### src/rtl/cpu_pkg.sv
// Shared definitions for the 6502 core's interrupt entry logic.
//   - seq_state_e : interrupt sequencer state encoding
//   - int_src_e   : latched source of the running sequence
//   - PSR_*       : processor status bit indices
//   - *_DEF       : default vector addresses and stack page
package cpu_pkg;

  typedef enum logic [2:0] {
    ST_IDLE,
    ST_PUSH_PCH,
    ST_PUSH_PCL,
    ST_PUSH_PSR,
    ST_VEC_L,
    ST_VEC_H,
    ST_LOAD_H
  } seq_state_e;

  typedef enum logic [1:0] {
    SRC_RESET,
    SRC_NMI,
    SRC_IRQ,
    SRC_BRK
  } int_src_e;

  localparam int unsigned PSR_C = 0;
  localparam int unsigned PSR_Z = 1;
  localparam int unsigned PSR_I = 2;
  localparam int unsigned PSR_D = 3;
  localparam int unsigned PSR_B = 4;
  localparam int unsigned PSR_U = 5;
  localparam int unsigned PSR_V = 6;
  localparam int unsigned PSR_N = 7;

  localparam logic [15:0] NMI_VECTOR_DEF   = 16'hFFFA;
  localparam logic [15:0] RESET_VECTOR_DEF = 16'hFFFC;
  localparam logic [15:0] IRQ_VECTOR_DEF   = 16'hFFFE;
  localparam logic [7:0]  STACK_PAGE_DEF   = 8'h01;

endpackage

### src/rtl/edge_sync.sv
// Two-flop synchroniser for an asynchronous active-low input.
//   clk, rst_x : clock and asynchronous active-low reset
//   async_i    : asynchronous input (idle high)
//   level_o    : synchronised level (resets to 1)
//   fall_o     : one-cycle pulse on a synchronised 1->0 transition
module edge_sync (
  input  logic clk,
  input  logic rst_x,
  input  logic async_i,
  output logic level_o,
  output logic fall_o
);

  logic [1:0] sync_q;
  logic       level_prev_q;

  // NOTE: sequential state uses non-blocking assignments so every flop
  // samples the pre-edge value of its neighbours.
  always_ff @(posedge clk or negedge rst_x) begin
    if (!rst_x) begin
      sync_q       <= 2'b11;
      level_prev_q <= 1'b1;
    end else begin
      sync_q       <= {sync_q[0], async_i};
      level_prev_q <= sync_q[1];
    end
  end

  assign level_o = sync_q[1];
  assign fall_o  = level_prev_q & ~sync_q[1];

endmodule

### src/rtl/interrupt_sequencer.sv
// RESET / NMI / IRQ / BRK entry sequencer for the 6502 core.
// Pushes PCH, PCL and PSR, sets I, then loads PC from the vector pair.
// While busy it owns the memory bus and the exec controller stalls.
//   clk, rst_x          : clock, asynchronous active-low reset
//   nmi_x, irq_x        : external interrupts (NMI edge, IRQ level), active-low
//   exec_boundary/_brk  : preemption point from exec controller, BRK qualifier
//   busy, done          : sequence in progress / one-cycle completion pulse
//   mem_*               : memory bus (read data valid the cycle after mem_re)
//   intr_s/psr/pc       : live register-file values
//   intr_set_*, intr_data, intr_pushed : register-file update strobes
module interrupt_sequencer
  import cpu_pkg::*;
#(
  parameter logic [15:0] NMI_VECTOR   = NMI_VECTOR_DEF,
  parameter logic [15:0] RESET_VECTOR = RESET_VECTOR_DEF,
  parameter logic [15:0] IRQ_VECTOR   = IRQ_VECTOR_DEF,
  parameter logic [7:0]  STACK_PAGE   = STACK_PAGE_DEF
) (
  input  logic        clk,
  input  logic        rst_x,
  input  logic        nmi_x,
  input  logic        irq_x,
  input  logic        exec_boundary,
  input  logic        exec_brk,
  output logic        busy,
  output logic        done,
  output logic [15:0] mem_addr,
  output logic        mem_re,
  output logic        mem_we,
  output logic [7:0]  mem_wdata,
  input  logic [7:0]  mem_rdata,
  input  logic [7:0]  intr_s,
  input  logic [7:0]  intr_psr,
  input  logic [15:0] intr_pc,
  output logic        intr_set_i,
  output logic        intr_set_b,
  output logic [7:0]  intr_data,
  output logic        intr_set_pcl,
  output logic        intr_set_pch,
  output logic        intr_pushed
);

  seq_state_e  state_q;
  int_src_e    src_q;
  logic        nmi_pend_q;
  logic        busy_q;
  logic        done_q;

  logic        nmi_fall;
  logic        nmi_level_unused;
  logic        irq_level;
  logic        irq_fall_unused;
  logic        irq_req;
  logic [15:0] vec_base;
  logic [7:0]  psr_push;

  edge_sync u_nmi_sync (
    .clk     (clk),
    .rst_x   (rst_x),
    .async_i (nmi_x),
    .level_o (nmi_level_unused),
    .fall_o  (nmi_fall)
  );

  edge_sync u_irq_sync (
    .clk     (clk),
    .rst_x   (rst_x),
    .async_i (irq_x),
    .level_o (irq_level),
    .fall_o  (irq_fall_unused)
  );

  assign irq_req = ~irq_level & ~intr_psr[PSR_I];

  // Reset lands directly in VEC_L with src=RESET, so the reset vector fetch
  // starts on the first cycle after rst_x releases.
  always_ff @(posedge clk or negedge rst_x) begin
    if (!rst_x) begin
      state_q    <= ST_VEC_L;
      src_q      <= SRC_RESET;
      busy_q     <= 1'b1;
      done_q     <= 1'b0;
      nmi_pend_q <= 1'b0;
    end else begin
      done_q <= 1'b0;
      case (state_q)
        ST_IDLE: begin
          if (exec_boundary) begin
            if (nmi_pend_q) begin
              state_q    <= ST_PUSH_PCH;
              src_q      <= SRC_NMI;
              busy_q     <= 1'b1;
              nmi_pend_q <= 1'b0;
            end else if (exec_brk) begin
              state_q <= ST_PUSH_PCH;
              src_q   <= SRC_BRK;
              busy_q  <= 1'b1;
            end else if (irq_req) begin
              state_q <= ST_PUSH_PCH;
              src_q   <= SRC_IRQ;
              busy_q  <= 1'b1;
            end
          end
        end
        ST_PUSH_PCH: state_q <= ST_PUSH_PCL;
        ST_PUSH_PCL: state_q <= ST_PUSH_PSR;
        ST_PUSH_PSR: state_q <= ST_VEC_L;
        ST_VEC_L:    state_q <= ST_VEC_H;
        ST_VEC_H:    state_q <= ST_LOAD_H;
        ST_LOAD_H: begin
          state_q <= ST_IDLE;
          busy_q  <= 1'b0;
          done_q  <= 1'b1;
        end
        default: begin
          state_q <= ST_IDLE;
          busy_q  <= 1'b0;
        end
      endcase
      // A fresh edge wins over the clear, so an edge coinciding with the
      // accept of an earlier NMI is not lost.
      if (nmi_fall) nmi_pend_q <= 1'b1;
    end
  end

  always_comb begin
    case (src_q)
      SRC_NMI:   vec_base = NMI_VECTOR;
      SRC_RESET: vec_base = RESET_VECTOR;
      default:   vec_base = IRQ_VECTOR;
    endcase
  end

  always_comb begin
    psr_push        = intr_psr;
    psr_push[PSR_U] = 1'b1;
    psr_push[PSR_B] = (src_q == SRC_BRK);
  end

  // Bus and register-file strobes are decoded from the state rather than
  // registered: the stack address must follow SP as the register file
  // decrements it, and intr_data forwards mem_rdata in the same cycle.
  // They are forced to zero while rst_x is held.
  always_comb begin
    // NOTE: every output gets a default before the case so no path leaves
    // one unassigned, which would infer a latch.
    mem_addr     = 16'h0000;
    mem_re       = 1'b0;
    mem_we       = 1'b0;
    mem_wdata    = 8'h00;
    intr_set_i   = 1'b0;
    intr_set_b   = 1'b0;
    intr_data    = 8'h00;
    intr_set_pcl = 1'b0;
    intr_set_pch = 1'b0;
    intr_pushed  = 1'b0;
    if (rst_x) begin
      case (state_q)
        ST_PUSH_PCH: begin
          mem_we      = 1'b1;
          mem_addr    = {STACK_PAGE, intr_s};
          mem_wdata   = intr_pc[15:8];
          intr_pushed = 1'b1;
        end
        ST_PUSH_PCL: begin
          mem_we      = 1'b1;
          mem_addr    = {STACK_PAGE, intr_s};
          mem_wdata   = intr_pc[7:0];
          intr_pushed = 1'b1;
        end
        ST_PUSH_PSR: begin
          mem_we      = 1'b1;
          mem_addr    = {STACK_PAGE, intr_s};
          mem_wdata   = psr_push;
          intr_pushed = 1'b1;
          intr_set_b  = (src_q == SRC_BRK);
        end
        ST_VEC_L: begin
          mem_re     = 1'b1;
          mem_addr   = vec_base;
          intr_set_i = 1'b1;
        end
        ST_VEC_H: begin
          mem_re       = 1'b1;
          mem_addr     = vec_base + 16'd1;
          intr_set_pcl = 1'b1;
          intr_data    = mem_rdata;
        end
        ST_LOAD_H: begin
          intr_set_pch = 1'b1;
          intr_data    = mem_rdata;
        end
        default: ;
      endcase
    end
  end

  assign busy = busy_q;
  assign done = done_q;

endmodule

### config.mk
export PLATFORM = sky130hd
export DESIGN_NAME = interrupt_sequencer
export DESIGN_NICKNAME = d
export VERILOG_FILES = /design/src/rtl/cpu_pkg.sv /design/src/rtl/edge_sync.sv /design/src/rtl/interrupt_sequencer.sv
export SDC_FILE = /design/constraint.sdc
export NUM_CORES = 1
export LEC_CHECK = 0
export BUFFER_PORTS_ARGS = -buffer_cell sky130_fd_sc_hd__buf_2
export CAP_MARGIN = 10
export CORE_MARGIN = 5
export CORE_UTILIZATION = 40
export CTS_CLUSTER_DIAMETER = 120
export DETAILED_ROUTE_END_ITERATION = 8
export MAX_ROUTING_LAYER = met4
export PLACE_DENSITY = 0.95
export SETUP_SLACK_MARGIN = 0.15
export SLEW_MARGIN = 10
export SYNTH_ARGS = -nofsm -noshare
export SYNTH_HDL_FRONTEND = slang
export SYNTH_SLANG_ARGS = --single-unit
### constraint.sdc
create_clock -name clk -period 2.35 [get_ports clk]
set_input_delay 0.235 -clock clk [delete_from_list [all_inputs] [get_ports clk]]
set_output_delay 0.235 -clock clk [all_outputs]
set_load 0.02 [all_outputs]
==> metrics.txt <==
status=completed; die boundary height=between 50 and 60 um; largest net degree at the start of global routing=20; kind of launch point of the worst setup path=flip-flop; P_sw=around 0.72 mW; crit path time final=2.078 ns; Hold Path Origin=nmi_x; CTS Buf Count=3; leakage power=just over 0.8 nW; critical path class=reg -> out; sequential area share after synthesis=between 30 and 40%; Clock Skews=between 0.007 and 0.008 ns; post-synthesis mux area share=under 10%; H-tree levels=1; Clock Path Buffers=2; Worst Reg-to-Reg Cells=4; Cell Area, Synth=around 980 um2; Post-Syn Nets=roughly 160; Cell Int Power=0.7685 mW; placed insts=218; power per cell area=approximately 1100 nW/um2; Seq pwr share=between 20% and 30%; Antenna Nets Post-Route=0; post-synthesis xor/xnor area fraction=less than 1%; vias in the first global route=about 1.1k; Max transition margin=69.45%; DIE AREA=around 3500 um2; Reg2Reg Setup Slack=0.56 ns; Storage cell area=between 300 and 400 um2; non-filler instance count after layout=224; proportion of power drawn by the clock network=9.1%; share of post-route cells with drive strength above 1=between 50% and 60%; CTS sink count=13; Mapped Cells=118; Hold Path Cell Cnt=1; WP data arrival=around 1.8 ns; #FFs+latches synth=13; RSZ-0062 raised after global routing=no; Post-route DRC=0; IO Pins=87; Final Setup Violations=0; part of the power in combinational logic=roughly 62%; Peak VDD IR=roughly 0.6 mV; fill cell count=212; Compound-Gate Fraction of Synth Area=15.51%; P&R area growth vs syn=44.36%; highest clock rate=0.4811 GHz; Final Hold Fails=0; Yosys warnings=0; Slew @ Worst Pin=about 0.46 ns; Clock Latency Late Sink=about 0.27 ns; # nets final=between 200 and 250; gr usage total=roughly 16%; CTS Root Cell=clkbuf_4; die width=59.40 um; fin area=between 1000 and 1500 um2; busiest grt layer=met2; final worst path period share=a little under 90%; Via Count=~1.1k; RR Startpoint=state_q[1]; WHS Endpoint=u_nmi_sync.sync_q[0]; grt ovf=0; Setup TNS Final=0 ns; Avg Inst Size Synth=~8.3 um2; DRT Pass-1 Iters=4; Multi-input gate area=approximately 520 um2; routed len/inst=12.96 um; Crit Reg-Reg Endpoint=src_q[1]; Clk pin slew, worst setup/hold paths=about 0.08 ns; adder-cell area share of the yosys netlist=0%; Post-Route Utilization=between 60% and 70%; via/cell ratio=~4.8; met1 Usage GRT=between 15 and 20%; DP HPWL=2.340 mm; Core Area=between 2000 and 2500 um2; Pins Over Slew Limit=0; Simple-Gate Fraction of Synth Area=roughly 29%; met2 GRT Util=between 20% and 30%; Yosys cell types=35; crit end category=output port; antenna violations before repair=0; DRT Wirelength=just under 3 mm; Req. time, crit path=2.12 ns; TritonCTS clock tree=built; crit-path max FO=16; largest family of logic cells by synthesized area=simple AND/OR/NAND/NOR gates; Post-DP Area=1361 um2; Starting Density=a little over two fifths; FP Rows=17; first-pass GRT wire length=4.409 mm; switching power share of the total=48.21%; Max-cap violations=0; antenna diode count=0; routability cong.=between 0.7 and 0.8; Buffers on Ports=84; global-route met3 utilization=under 10%; starting DRC count in detailed routing=18; min-delay worst type=in -> reg
-- metal layers --
metal | vias up | wire length [um]
met5 | - | 0
met4 | 0 | 0
met3 | 0 | 342
met2 | 43 | 1513
met1 | 485 | 1048
li1 | 546 | -
-- power groups by stage --
stage / sequential, mW / clock [mW] / combinational, mW
finish: 0.434 / 0.135 / 0.914
floorplan: 0.363 / 0 / 0.742
detailed placement: 0.433 / 0 / 0.900
CTS: 0.429 / 0.142 / 0.907
global placement: 0.431 / 0 / 0.883
global route: 0.455 / 0.153 / 1.00
-- kinds of logic after synthesis --
logic type | after synthesis
and+or+nand+nor | 54
buffers and inverters | 22
AOI/OAI and AO/OA | 21
DFF | 13
muxes | 7
xor gates and xnor gates | 1
-- layout by cell type, fill, tap and decap left out, types with 4 or more instances in the layout --
cell type,netlist,routed
buf_4,8,5
nand2_1,6,6
inv_1,6,6
nor2_1,20,20
mux2_2,6,6
dfstp_2,7,7
a22oi_1,6,6
and2_1,9,9
dfrtp_1,6,5
buf_2,2,84
or2_2,4,4
-- sequential cells by signal (all words and copies together), names as in the netlist --
register / count
done: 1
nmi_pend_q: 1
busy: 1
state_q: 3
u_nmi_sync.sync_q: 2
u_nmi_sync.level_prev_q: 1
u_irq_sync.sync_q: 2
src_q: 2
-- stage by stage --
stage	hold WS (ns)	setup WS, ns	power, mW
after global routing	0.04037	0.1493	1.611
after detailed placement	0.2065	0.4796	1.333
final	0.05871	0.2716	1.484
after floorplan	-0.06059	0.4542	1.106
after global placement	0.2017	0.4824	1.314
after CTS	0.04818	0.1664	1.477
-- how the worst max path moves through the flow --
stage / startpoint / to / slack [ns] / cells after the start
5_1_grt: state_q[2] / intr_set_i / 0.15 / 5
4_1_cts: state_q[0] / mem_wdata[1] / 0.17 / 4
2_1_floorplan: state_q[2] / intr_set_i / 0.45 / 4
3_5_place_dp: state_q[0] / mem_wdata[1] / 0.48 / 4
3_3_place_gp: state_q[0] / mem_wdata[4] / 0.48 / 4
6_report: state_q[2] / intr_set_i / 0.27 / 5
-- layout make-up --
| cell class | count | area share [%] |
|---|---|---|
| Multi-Input combinational cell | 83 | 37.03 |
| Clock buffer | 4 | 1.865 |
| Sequential cell | 13 | 23.80 |
| Timing Repair Buffer | 90 | 33.21 |
| Inverter | 6 | 1.599 |
| Tap cell | 28 | 2.487 |
-- synth_stat cells --
library cell | n | area (um2)
nor2_1 | 20 | 75.07
and2_1 | 9 | 56.30
buf_4 | 8 | 60.06
dfstp_2 | 7 | 183.9
a22oi_1 | 6 | 45.04
dfrtp_1 | 6 | 150.1
inv_1 | 6 | 22.52
mux2_2 | 6 | 67.56
nand2_1 | 6 | 22.52
clkbuf_1 | 5 | 18.77
nor2b_1 | 4 | 25.02
or2_2 | 4 | 25.02
a21oi_1 | 3 | 15.01
and3_1 | 2 | 12.51
buf_2 | 2 | 10.01
nand3b_1 | 2 | 15.01
nor3_1 | 2 | 10.01
o211ai_1 | 2 | 15.01
o21ai_0 | 2 | 10.01
a211oi_1 | 1 | 7.510
a21boi_0 | 1 | 7.510
a21o_1 | 1 | 7.510
a31oi_1 | 1 | 6.260
a32oi_1 | 1 | 8.760
and3b_1 | 1 | 8.760
buf_6 | 1 | 11.26
mux2i_1 | 1 | 10.01
nand2b_1 | 1 | 6.260
nand3_1 | 1 | 5.000
o2111a_1 | 1 | 11.26
o2bb2ai_1 | 1 | 8.760
o31a_1 | 1 | 8.760
or3_1 | 1 | 6.260
or4b_4 | 1 | 13.76
xor2_1 | 1 | 8.760
-- worst max-delay path, stage by stage (launching register included) --
cell     delay, ns
dfstp_2       0.69
nor2b_1       0.17
buf_4         0.16
and2_1        0.24
nor2b_1       0.15
buf_2         0.17
-- repair_timing --
item | CTS | global route
hold buffers | 1 | 0
gates resized for setup | 0 | 2
setup endpoints to repair | 0 | 21
setup buffers | 0 | 1
hold endpoints to repair | 6 | 0
No activity file was read; power rests on OpenSTA's default activity.
